`src/rtl/cpu_clk_seq_pkg.sv`:
```
// Shared encodings for the CPU clock sequencer: phase states (as shown on HEX) and run modes.
package cpu_clk_seq_pkg;

    typedef enum logic [1:0] {
        PH_IDLE = 2'd0,
        PH_HIGH = 2'd1,
        PH_LOW  = 2'd2
    } phase_t;

    typedef enum logic [1:0] {
        MODE_STEP  = 2'd0,
        MODE_RUN   = 2'd1,
        MODE_BURST = 2'd2
    } mode_t;

    localparam logic [1:0] ST_IDLE = 2'd0;
    localparam logic [1:0] ST_HIGH = 2'd1;
    localparam logic [1:0] ST_LOW  = 2'd2;

endpackage

```
`src/rtl/cpu_clk_seq_timer.sv`:
```
// Phase timer: counts CLK cycles while running and pulses o_term on the last cycle of a phase.
module clk_phase_timer #(
    parameter int DIV_HALF = 25000000,
    parameter int CNT_W    = 25
) (
    input  logic CLK,
    input  logic RST,
    input  logic i_run,
    output logic o_term
);

    localparam logic [CNT_W-1:0] TERM_CNT = CNT_W'(DIV_HALF - 1);

    logic [CNT_W-1:0] r_cnt;

    assign o_term = i_run && (r_cnt == TERM_CNT);

    // Held at zero while idle so every phase starts from a clean count.
    always_ff @(posedge CLK or posedge RST) begin
        if (RST) begin
            r_cnt <= '0;
        end else if (!i_run || o_term) begin
            r_cnt <= '0;
        end else begin
            r_cnt <= r_cnt + CNT_W'(1);
        end
    end

endmodule

```
`src/rtl/cpu_clk_sequencer.sv`:
```
// Sequenced CPU clock generator: single-step, free-run, N-cycle burst and PC breakpoint halt.
module cpu_clk_sequencer
    import cpu_clk_seq_pkg::*;
#(
    parameter int DIV_HALF = 25000000,
    parameter int CNT_W    = 25,
    parameter int PC_W     = 5,
    parameter int BURST_W  = 8
) (
    input  logic               CLK,
    input  logic               RST,
    input  logic               STOP,
    input  logic               step_in,
    input  logic               run_in,
    input  logic               burst_in,
    input  logic [BURST_W-1:0] burst_len,
    input  logic               bp_en,
    input  logic [PC_W-1:0]    bp_addr,
    input  logic [PC_W-1:0]    pc_in,
    output logic               cpu_clk,
    output logic [1:0]         state,
    output logic [15:0]        cpu_cycles,
    output logic               bp_hit
);

    logic [1:0]         r_state;
    mode_t              r_mode;
    logic               r_cpu_clk;
    logic [15:0]        r_cycles;
    logic               r_bp_hit;
    logic [BURST_W-1:0] r_burst_rem;

    logic w_term;
    logic w_idle;
    logic w_burst_ok;
    logic w_accept;
    logic w_boundary;
    logic w_bp_match;
    logic w_free_mode;
    logic w_bp_halt;
    logic w_burst_done;
    logic w_continue;
    logic w_rise;

    clk_phase_timer #(
        .DIV_HALF (DIV_HALF),
        .CNT_W    (CNT_W)
    ) u_timer (
        .CLK    (CLK),
        .RST    (RST),
        .i_run  (r_state != ST_IDLE),
        .o_term (w_term)
    );

    assign w_idle     = (r_state == ST_IDLE);
    assign w_burst_ok = burst_in && (burst_len != '0);
    assign w_accept   = w_idle && !STOP && (run_in || w_burst_ok || step_in);

    // Boundary decision on the last LOW cycle; pc_in here is the PC from the preceding rise.
    assign w_boundary   = (r_state == ST_LOW) && w_term;
    assign w_bp_match   = bp_en && (pc_in == bp_addr);
    assign w_free_mode  = (r_mode == MODE_RUN) || (r_mode == MODE_BURST);
    assign w_bp_halt    = w_boundary && !STOP && w_free_mode && w_bp_match;
    assign w_burst_done = (r_mode == MODE_BURST) && (r_burst_rem == '0);
    assign w_continue   = w_boundary && !STOP && w_free_mode && !w_bp_match && !w_burst_done;
    assign w_rise       = w_accept || w_continue;

    always_ff @(posedge CLK or posedge RST) begin
        if (RST) begin
            r_state   <= ST_IDLE;
            r_cpu_clk <= 1'b0;
        end else begin
            case (r_state)
                ST_IDLE: begin
                    if (w_accept) begin
                        r_state   <= ST_HIGH;
                        r_cpu_clk <= 1'b1;
                    end
                end
                ST_HIGH: begin
                    if (w_term) begin
                        r_state   <= ST_LOW;
                        r_cpu_clk <= 1'b0;
                    end
                end
                ST_LOW: begin
                    if (w_term) begin
                        if (w_continue) begin
                            r_state   <= ST_HIGH;
                            r_cpu_clk <= 1'b1;
                        end else begin
                            r_state <= ST_IDLE;
                        end
                    end
                end
                default: begin
                    r_state   <= ST_IDLE;
                    r_cpu_clk <= 1'b0;
                end
            endcase
        end
    end

    // Mode is chosen on acceptance; run_in while busy upgrades any mode to free-run.
    always_ff @(posedge CLK or posedge RST) begin
        if (RST) begin
            r_mode <= MODE_STEP;
        end else if (w_accept) begin
            if (run_in) begin
                r_mode <= MODE_RUN;
            end else if (w_burst_ok) begin
                r_mode <= MODE_BURST;
            end else begin
                r_mode <= MODE_STEP;
            end
        end else if (!w_idle && run_in) begin
            r_mode <= MODE_RUN;
        end
    end

    // Remaining rises after the current one; the accepting rise consumes one.
    always_ff @(posedge CLK or posedge RST) begin
        if (RST) begin
            r_burst_rem <= '0;
        end else if (w_accept && !run_in && w_burst_ok) begin
            r_burst_rem <= burst_len - BURST_W'(1);
        end else if (w_continue && (r_mode == MODE_BURST)) begin
            r_burst_rem <= r_burst_rem - BURST_W'(1);
        end
    end

    always_ff @(posedge CLK or posedge RST) begin
        if (RST) begin
            r_cycles <= 16'd0;
        end else if (w_rise) begin
            r_cycles <= r_cycles + 16'd1;
        end
    end

    always_ff @(posedge CLK or posedge RST) begin
        if (RST) begin
            r_bp_hit <= 1'b0;
        end else if (w_accept) begin
            r_bp_hit <= 1'b0;
        end else if (w_bp_halt) begin
            r_bp_hit <= 1'b1;
        end
    end

    assign cpu_clk    = r_cpu_clk;
    assign state      = r_state;
    assign cpu_cycles = r_cycles;
    assign bp_hit     = r_bp_hit;

endmodule

```
`config.mk`:
```
export PLATFORM = sky130hd
export DESIGN_NAME = cpu_clk_sequencer
export DESIGN_NICKNAME = d
export VERILOG_FILES = /design/src/rtl/cpu_clk_seq_pkg.sv /design/src/rtl/cpu_clk_seq_timer.sv /design/src/rtl/cpu_clk_sequencer.sv
export SDC_FILE = /design/constraint.sdc
export NUM_CORES = 1
export LEC_CHECK = 0
export CAP_MARGIN = 10
export CORE_UTILIZATION = 56
export CTS_BUF_LIST = sky130_fd_sc_hd__clkbuf_8
export CTS_CLUSTER_DIAMETER = 150
export CTS_CLUSTER_SIZE = 25
export DETAILED_ROUTE_END_ITERATION = 12
export GPL_TIMING_DRIVEN = 0
export PLACE_DENSITY_LB_ADDON = 0.3
export SETUP_SLACK_MARGIN = 0.02
export SLEW_MARGIN = 10
export SYNTH_ARGS = -nofsm -noshare
export SYNTH_HDL_FRONTEND = slang
export SYNTH_SLANG_ARGS = --single-unit
```
`constraint.sdc`:
```
create_clock -name CLK -period 3.8 [get_ports CLK]
set_input_delay 0.76 -clock CLK [delete_from_list [all_inputs] [get_ports CLK]]
set_output_delay 0.76 -clock CLK [all_outputs]
set_load 0.005 [all_outputs]
```
==> impl_summary.txt, run 1 <==
----------------------------------------------------
[Yosys]
  Library cell occupying the most area in the post-synthesis netlist ... dfrtp_1
  Cells after synthesis ... 303
  Area fraction of the dominant cell type after synthesis ... 0.459
  Top area cells in the synthesized netlist ... dfrtp_1 (46%), xor2_1 (9.6%), nor2_1 (5.0%), xnor2_1 (5.0%), nand2_1 (4.1%)
  Syn Area/Cell ... about 10 µm²
  Count of flip-flops with a built-in enable after synthesis ... 0
  Number of nets produced by synthesis ... about 330
  Seq cells post-synth ... 55
  Most frequently used flop master after synthesis ... dfrtp_1
  Number of distinct library cells after synthesis ... between 40 and 50
  Total number of yosys warnings ... 0
  Post-synthesis instance area ... around 0.003 mm²
  Post-synth ARST share ... 1.00
  Part of the Yosys area used for sequential elements ... 0.459

[Critical path]
  Data required, critical path ... 4.03 ns
  Critical path endpoint category ... flop
  Worst path top cell family by delay ... simple AND/OR/NAND/NOR gates
  Critical path's slowest cell ... or4_4
  Launching point of the worst reg2reg path ... state[1]$_DFFE_PP0P_
  Nature of the critical path startpoint ... input pin
  Critical path buffers and inverters ... 3
  Register-to-register setup slack ... roughly 0.65 ns
  CP Class ... input pin to flop
  End of the worst register-to-register path ... r_burst_rem[6]$_DFFE_PP0P_
  Worst Path Arrival ... 3.90 ns
  Critical Path Fanout Max ... 7
  Worst r2r path cells ... 11
  Crit path cell chain ... clkdlybuf4s50_1 > or4_4 > or3_4 > o21ai_4 > buf_6 > mux2i_1 > ha_2 > inv_1 > or4_1 > xnor2_1 > nor2_1 > a21oi_1
  Slowest Stage Delay on Critical Path ... roughly 0.58 ns

[Clock tree]
  Library cell used as clock root buffer ... clkbuf_8
  Level count of the clock H-tree ... 2
  Clock transition time at the flip-flop clock pins of the worst setup and hold paths ... about 0.10 ns
  Source-to-sink clock delay at the later pin of the worst-skew pair ... about 0.30 ns
  Clock Sinks ... 55
  Number of CTS-inserted buffers ... 5
  Count of hold buffers inserted by post-cts repair ... 0
  Number of buffers on the longest clock path ... 2
  CTS tree ... yes

[Timing]
  Slew at the pin closest to its max-slew limit ... about 0.9 ns
  Clock tree skew after final layout ... 0.00738 ns
  Number of endpoints with negative hold slack in the final report ... 0
  Maximum operating frequency ... between 200 and 300 MHz
  Total negative slack ... 0 ns
  Max-Slew Margin vs Limit ... 0.393
  Setup Viol. Count Final ... 0
  Number of pins exceeding their max-slew limit in the final report ... 0
  Unrepaired setup endpoints after global routing ... false
  Hold WS ... between 0.5 and 0.6 ns
  Period minus WS final ... 3.67 ns
  Least setup slack across all paths after layout ... about 0.13 ns
  Final worst path period share ... 0.967

[Power]
  Power Density ... 306 mW/mm²
  Static leakage ... between 1.5 and 2 nW
  Worst-case vdd ir drop ... around 0.00025 V

[Routing]
  Final wirelength ... roughly 6300 µm
  Routed via count ... 2447
  First-pass iteration count of the detailed router ... 4
  Number of routed nets with antenna violations ... 0
  Via-to-Cell Ratio ... between 5 and 6
  Average detailed-routed wire length per instance ... around 15 µm
  # DRC ... 0
  DR iter-0 viols ... roughly 130

[GRT]
  Antenna violations before repair ... 0
  First-pass GRT wire length ... 10100 µm
  Overflow after GRT ... 0
  Via count of the first global-routing pass ... between 2000 and 2500
  All-Layer GR Usage ... 0.236
  Largest net degree at the start of global routing ... 33

[Die]
  Effective utilization at floorplan ... 0.584
  Total core area ... just over 0.005 mm²
  Standard-cell row count ... 26
  Height of the die ... between 70 and 80 µm
  Die boundary width ... about 75 µm
  Top-Level Pins ... between 40 and 50
  Die Outline Area ... between 0.005 and 0.006 mm²

[Hold path]
  Worst Hold End ... bp_hit$_DFFE_PP0P_
  Cell count of the worst hold path ... 2
  Class of the tightest hold or removal check ... flop to flop
  Hold path startpoint ... bp_hit$_DFFE_PP0P_

[Placement]
  Pre-CTS worst setup slack ... -0.468 ns
  Total of buffers placed on input and output ports ... 44
  Weighted congestion reported at the end of routability-driven placement ... just over 0.8
  Post-detail-place hpwl ... between 4000 and 5000 µm

[Layout]
  Final net count ... 387
  Area growth from synthesis to layout ... 24.3%
  Number of filler cells placed in the layout ... a little over 400
  Fraction of layout cells with a size suffix above 1 ... 0.0891
  Diodes inserted ... 0

[Outcome]
  Result of the run ... complete, no violations

[Flow run]
  Max capacitance violation total ... 0

----------------------------------------------------
## metal layers
metal,track usage,vias to the layer above,routed length [µm]
li1,-,1177,-
met1,0.332,1188,2940
met2,0.380,77,2940
met3,0.0442,5,382
met4,0.0597,0,37
met5,0,-,0
## cell usage after synthesis (all sizes together) (2+ instances only)
library cell / count
dfrtp: 55
nor2: 40
nand2: 33
xor2: 33
xnor2: 17
nand3: 14
nand4: 13
nor4: 11
a21oi: 7
and3: 7
o21ai: 7
inv: 5
nor3: 5
nor3b: 5
nor4b: 5
ha: 4
mux2i: 4
and4: 3
buf: 3
clkbuf: 3
nand2b: 3
or3: 3
mux2: 2
nor2b: 2
o211ai: 2
or2: 2
or4: 2
## worst min-delay path, delay by kind of cell, from the launching register on
family	cells	cell delay [ns]
compound gates	1	0.04
flops	1	0.35
simple gates	1	0.08
## through the flow
| step | cell area [µm²] | util | total power, W | instances |
|---|---|---|---|---|
| 2_1_floorplan | 3000 | - | 0.000650 | 303 |
| 3_3_place_gp | 3530 | 0.687 | 0.000701 | 417 |
| 3_5_place_dp | 3550 | 0.691 | 0.000706 | 418 |
| 4_1_cts | 3690 | 0.719 | 0.00115 | 427 |
| 5_1_grt | 3730 | 0.726 | 0.00118 | 429 |
| 6_report | 3730 | 0.726 | 0.00114 | 429 |
## timing repair
action                                 in CTS  in global routing
pin swaps                                   1                  1
buffers inserted                            1                  2
setup endpoints to repair                   1                  1
resized for setup                           2                  6
endpoints found under the hold margin       0                  0
## cell families (layout without fill, tap and decap cells)
family,count (synthesis),in the layout,share of synthesized area
flops,55,55,0.459
fa+ha+maj,4,4,0.0167
xor+xnor,50,50,0.146
simple gates,151,151,0.277
buf+inv,11,67,0.0171
compound gates,26,26,0.0638
mux,6,6,0.0208
## registers in the layout, summed over array words and instances (netlist names)
name           flops
r_burst_rem        8
r_mode             2
u_timer.r_cnt     25
cpu_cycles        16
bp_hit             1
state              2
cpu_clk            1
## cell type report
cell class                 instances  area (µm²)  area share
inverter                           5        18.8     0.00503
multi-input combinational        237        1590       0.425
timing repair buffer              48         492       0.132
tap                               70        87.6      0.0235
sequential                        55        1380       0.369
clock inverter                     3        63.8      0.0171
buffer                             6        38.8      0.0104
clock buffer                       5        68.8      0.0184
## where the power goes
group / internal [W] / switching, W
Combinational: 0.0000521 / 0.0000390
Sequential: 0.000594 / 0.0000105
Clock: 0.000261 / 0.000184
Total: 0.000906 / 0.000234
## cells in the final DEF (no fill, tap or decap), drive strengths merged, types with 8 or more instances in the layout
| cell | count |
|---|---|
| dfrtp | 55 |
| clkdlybuf4s50 | 42 |
| nor4 | 11 |
| nand2 | 33 |
| nor2 | 40 |
| xor2 | 33 |
| nand3 | 14 |
| nand4 | 13 |
| clkbuf | 8 |
| xnor2 | 17 |
## worst max path at each step
stage / start / end / cells past startpoint
4_1_cts: burst_len[2] / r_burst_rem[6]$_DFFE_PP0P_ / 12
2_1_floorplan: burst_len[1] / r_burst_rem[6]$_DFFE_PP0P_ / 11
6_report: burst_len[1] / r_burst_rem[6]$_DFFE_PP0P_ / 12
3_5_place_dp: burst_len[2] / r_burst_rem[6]$_DFFE_PP0P_ / 12
5_1_grt: burst_len[1] / r_burst_rem[6]$_DFFE_PP0P_ / 12
3_3_place_gp: burst_len[2] / r_burst_rem[6]$_DFFE_PP0P_ / 12
Note: power is estimated with default switching activity, not from simulation.
==> run 2: changes to the inputs <==
--- a/config.mk
+++ b/config.mk
@@ -12,6 +12,7 @@
 export CTS_CLUSTER_SIZE = 25
 export DETAILED_ROUTE_END_ITERATION = 12
 export GPL_TIMING_DRIVEN = 0
+export HOLD_SLACK_MARGIN = 0.06
 export PLACE_DENSITY_LB_ADDON = 0.3
 export SETUP_SLACK_MARGIN = 0.02
 export SLEW_MARGIN = 10
==> results of run 2 <==
Same layout as run 1: the final DEF is identical, and so are final timing and power.
==> run 3: changes to the inputs <==
--- a/config.mk
+++ b/config.mk
@@ -18,4 +18,5 @@
 export SLEW_MARGIN = 10
 export SYNTH_ARGS = -nofsm -noshare
 export SYNTH_HDL_FRONTEND = slang
+export SYNTH_HIERARCHICAL = 1
 export SYNTH_SLANG_ARGS = --single-unit
==> impl_summary.txt, run 3 <==
----------------------------------------------------
[Yosys]
  Total number of yosys warnings ... 6
  Adder and majority gate portion of the synthesized area ... 0.0164
  Simple-gate share of the synthesized area ... 0.260
  Library cell occupying the most area in the post-synthesis netlist ... dfrtp_1
  Seq cells post-synth ... 55
  Most instantiated cells after synthesis ... dfrtp_1 (55), xnor2_1 (27), nor2_1 (25), nand2_1 (18), xor2_1 (15)
  Area fraction of the dominant cell type after synthesis ... 0.452
  Cells after synthesis ... roughly 300
  Most frequently used flop master after synthesis ... dfrtp_1
  Count of flip-flops with a built-in enable after synthesis ... 0
  Post-synth ARST share ... 1.00
  Part of the Yosys area used for sequential elements ... 0.452
  Xor and xnor fraction of the mapped netlist area ... 0.121
  Syn Area/Cell ... slightly above 10 µm²
  Top area cells in the synthesized netlist ... dfrtp_1 (45%), xnor2_1 (7.8%), xor2_1 (4.3%), nor2_1 (3.1%), nand4_1 (2.7%)
  Cell with the most instances after synthesis ... dfrtp_1
  Number of nets produced by synthesis ... 330
  Post-synthesis instance area ... 0.00305 mm²
  Combinational family with the most area after synthesis ... simple AND/OR/NAND/NOR gates
  Portion of netlist area occupied by mux cells ... 0.0168
  Number of distinct library cells after synthesis ... 54
  Area fraction in compound gates after synthesis ... 0.102

[Routing]
  Via-to-Cell Ratio ... around 5.6
  Routed via count ... between 2000 and 2500
  Final wirelength ... 5950 µm
  Number of routed nets with antenna violations ... 0
  First-pass iteration count of the detailed router ... 4
  # DRC ... 0
  Average detailed-routed wire length per instance ... ~14 µm
  DR iter-0 viols ... 92

[GRT]
  Overflow after GRT ... 0
  Via count of the first global-routing pass ... about 2200
  Antenna violations before repair ... 0
  All-Layer GR Usage ... 0.229
  Largest net degree at the start of global routing ... 31
  First-pass GRT wire length ... ~10000 µm

[Critical path]
  End of the worst register-to-register path ... r_burst_rem[5]$_DFFE_PP0P_
  Critical Path Fanout Max ... 10
  Critical path endpoint category ... flop
  Register-to-register setup slack ... 0.47 ns
  Worst r2r path cells ... 11
  Critical path destination ... r_burst_rem[6]$_DFFE_PP0P_
  Data required, critical path ... between 4 and 5 ns
  CP Class ... input pin to flop
  Timing startpoint of the critical path ... STOP
  Nature of the critical path startpoint ... input pin
  Launching point of the worst reg2reg path ... u_timer/r_cnt[0]$_DFF_PP0_
  Worst Path Arrival ... about 3.6 ns

[Timing]
  Number of endpoints with negative hold slack in the final report ... 0
  Total negative slack ... 0 ns
  Hold WS ... 0.487 ns
  Period minus WS final ... between 3 and 4 ns
  Number of pins exceeding their max-slew limit in the final report ... 0
  Clock tree skew after final layout ... roughly 0.012 ns
  Unrepaired setup endpoints after global routing ... false
  Slew at the pin closest to its max-slew limit ... ~1.1 ns
  Final worst path period share ... 0.882
  Maximum operating frequency ... 298 MHz
  Max-Slew Margin vs Limit ... 0.276
  Setup Viol. Count Final ... 0

[Layout]
  Diodes inserted ... 0
  Most common cell after layout, fill and taps aside ... dfrtp_1
  Final net count ... 381
  Register area ... 0.00138 mm²
  Register name with the most flops ... u_timer/r_cnt
  Number of filler cells placed in the layout ... 391
  Area growth from synthesis to layout ... 21.3%
  Cell area after layout ... approximately 0.0037 mm²
  Fraction of layout cells with a size suffix above 1 ... 0.105
  Highest-count cells in the layout ignoring fill and taps ... dfrtp_1 (55), clkdlybuf4s50_1 (44), xnor2_1 (27)
  Filler-free cell count of the finished design ... approximately 420
  Max reg flops ... 25
  Area used by multi-input combinational logic ... between 0.0015 and 0.002 mm²

[Power]
  Power Density ... ~390 mW/mm²
  Worst-case vdd ir drop ... around 0.00033 V
  Static leakage ... 1.49 nW
  PnR Total Power ... 0.00145 W

[Die]
  Height of the die ... about 76 µm
  Die Outline Area ... 0.00574 mm²
  Die boundary width ... ~76 µm
  Effective utilization at floorplan ... 0.589
  Standard-cell row count ... 26
  Top-Level Pins ... 45
  Total core area ... slightly above 0.005 mm²

[Placement]
  Number of placed instances with taps included ... just over 400
  Post-detail-place hpwl ... around 4400 µm
  Cell Area, Placed ... roughly 0.0036 mm²
  Total of buffers placed on input and output ports ... between 40 and 50
  Weighted congestion reported at the end of routability-driven placement ... approximately 0.82

[Clock tree]
  Source-to-sink clock delay at the later pin of the worst-skew pair ... 0.32 ns
  Buffers inserted by post-CTS timing repair ... 0
  CTS tree ... yes
  Number of CTS-inserted buffers ... 5
  Clock transition time at the flip-flop clock pins of the worst setup and hold paths ... between 0.1 and 0.15 ns
  Library cell used as clock root buffer ... clkbuf_8
  Level count of the clock H-tree ... 2
  Clock Sinks ... between 50 and 60
  Number of buffers on the longest clock path ... 2

[Outcome]
  Result of the run ... complete, no violations

[Hold path]
  Class of the tightest hold or removal check ... flop to flop
  Cell count of the worst hold path ... 1

[Flow run]
  Max capacitance violation total ... 0

----------------------------------------------------
[run 3: changes by cell type after synthesis, sizes merged, moves of 6 or more]
cell / previous run / this run
nand2: 33 / 18
xor2: 33 / 15
o31ai: 0 / 6
inv: 5 / 11
o21ai: 7 / 13
xnor2: 17 / 27
nor2: 40 / 26
or3: 3 / 11
nor3: 5 / 12
[run 3: worst min path at each step]
stage,slack (ns),startpoint,endpoint
detailed placement,0.47,cpu_cycles[15]$_DFFE_PP0P_,cpu_cycles[15]$_DFFE_PP0P_
global route,0.51,cpu_cycles[15]$_DFFE_PP0P_,cpu_cycles[15]$_DFFE_PP0P_
global placement,0.46,cpu_cycles[15]$_DFFE_PP0P_,cpu_cycles[15]$_DFFE_PP0P_
floorplan,0.46,u_timer/r_cnt[0]$_DFF_PP0_,u_timer/r_cnt[0]$_DFF_PP0_
finish,0.49,cpu_cycles[15]$_DFFE_PP0P_,cpu_cycles[15]$_DFFE_PP0P_
CTS,0.49,cpu_cycles[15]$_DFFE_PP0P_,cpu_cycles[15]$_DFFE_PP0P_
[run 3: worst max-delay path, cell delays in order]
cell and delay, ns:
clkdlybuf4s50_1 0.48, nor3_1 0.23, and3b_1 0.27, a21boi_2 0.44
mux2i_1 0.25, ha_1 0.23, inv_1 0.08, or3_1 0.35
nor3_1 0.19, xor2_1 0.16, nand2_1 0.06, o21ai_0 0.09
[run 3: what timing repair did]
item                       CTS  global route
hold endpoints to repair     0             0
hold buffers                 0             0
resized for setup            0             1
setup endpoints to repair    0             1
[run 3: power by group]
group,internal [W],switching [W]
logic,0.000164,0.000139
clock network,0.000200,0.000200
registers,0.000660,0.0000860
[run 3: area by class of cell]
class	count	area share
clock inverters	3	0.0129
flip-flops and latches	55	0.373
repair buffers	44	0.119
multi-input cells	227	0.426
well taps	70	0.0237
clock buffers	5	0.0186
plain buffers	8	0.0156
inverters	11	0.0112
[run 3: per-stage QoR]
step / util / setup slack [ns]
final: 0.714 / 0.450
after global routing: 0.714 / 0.146
after CTS: 0.714 / 0.156
after detailed placement: 0.691 / -0.167
after global placement: 0.691 / -0.166
after floorplan: - / 0.763
[run 3: routing by layer]
layer	share of wire	global-route usage	wire length, µm
met1	0.46	0.285	2760
met3	0.027	0.0556	159
met4	0.0066	0.0514	39
met2	0.50	0.403	2990
met5	0	0	0
[run 3: cell families (layout without fill, tap and decap cells)]
kind of cell	after synthesis	after routing
and+or+nand+nor	132	132
buffers and inverters	19	71
muxes	5	5
AOI/OAI and AO/OA	44	44
xor gates and xnor gates	42	42
DFF	55	55
adders and majority gates	4	4
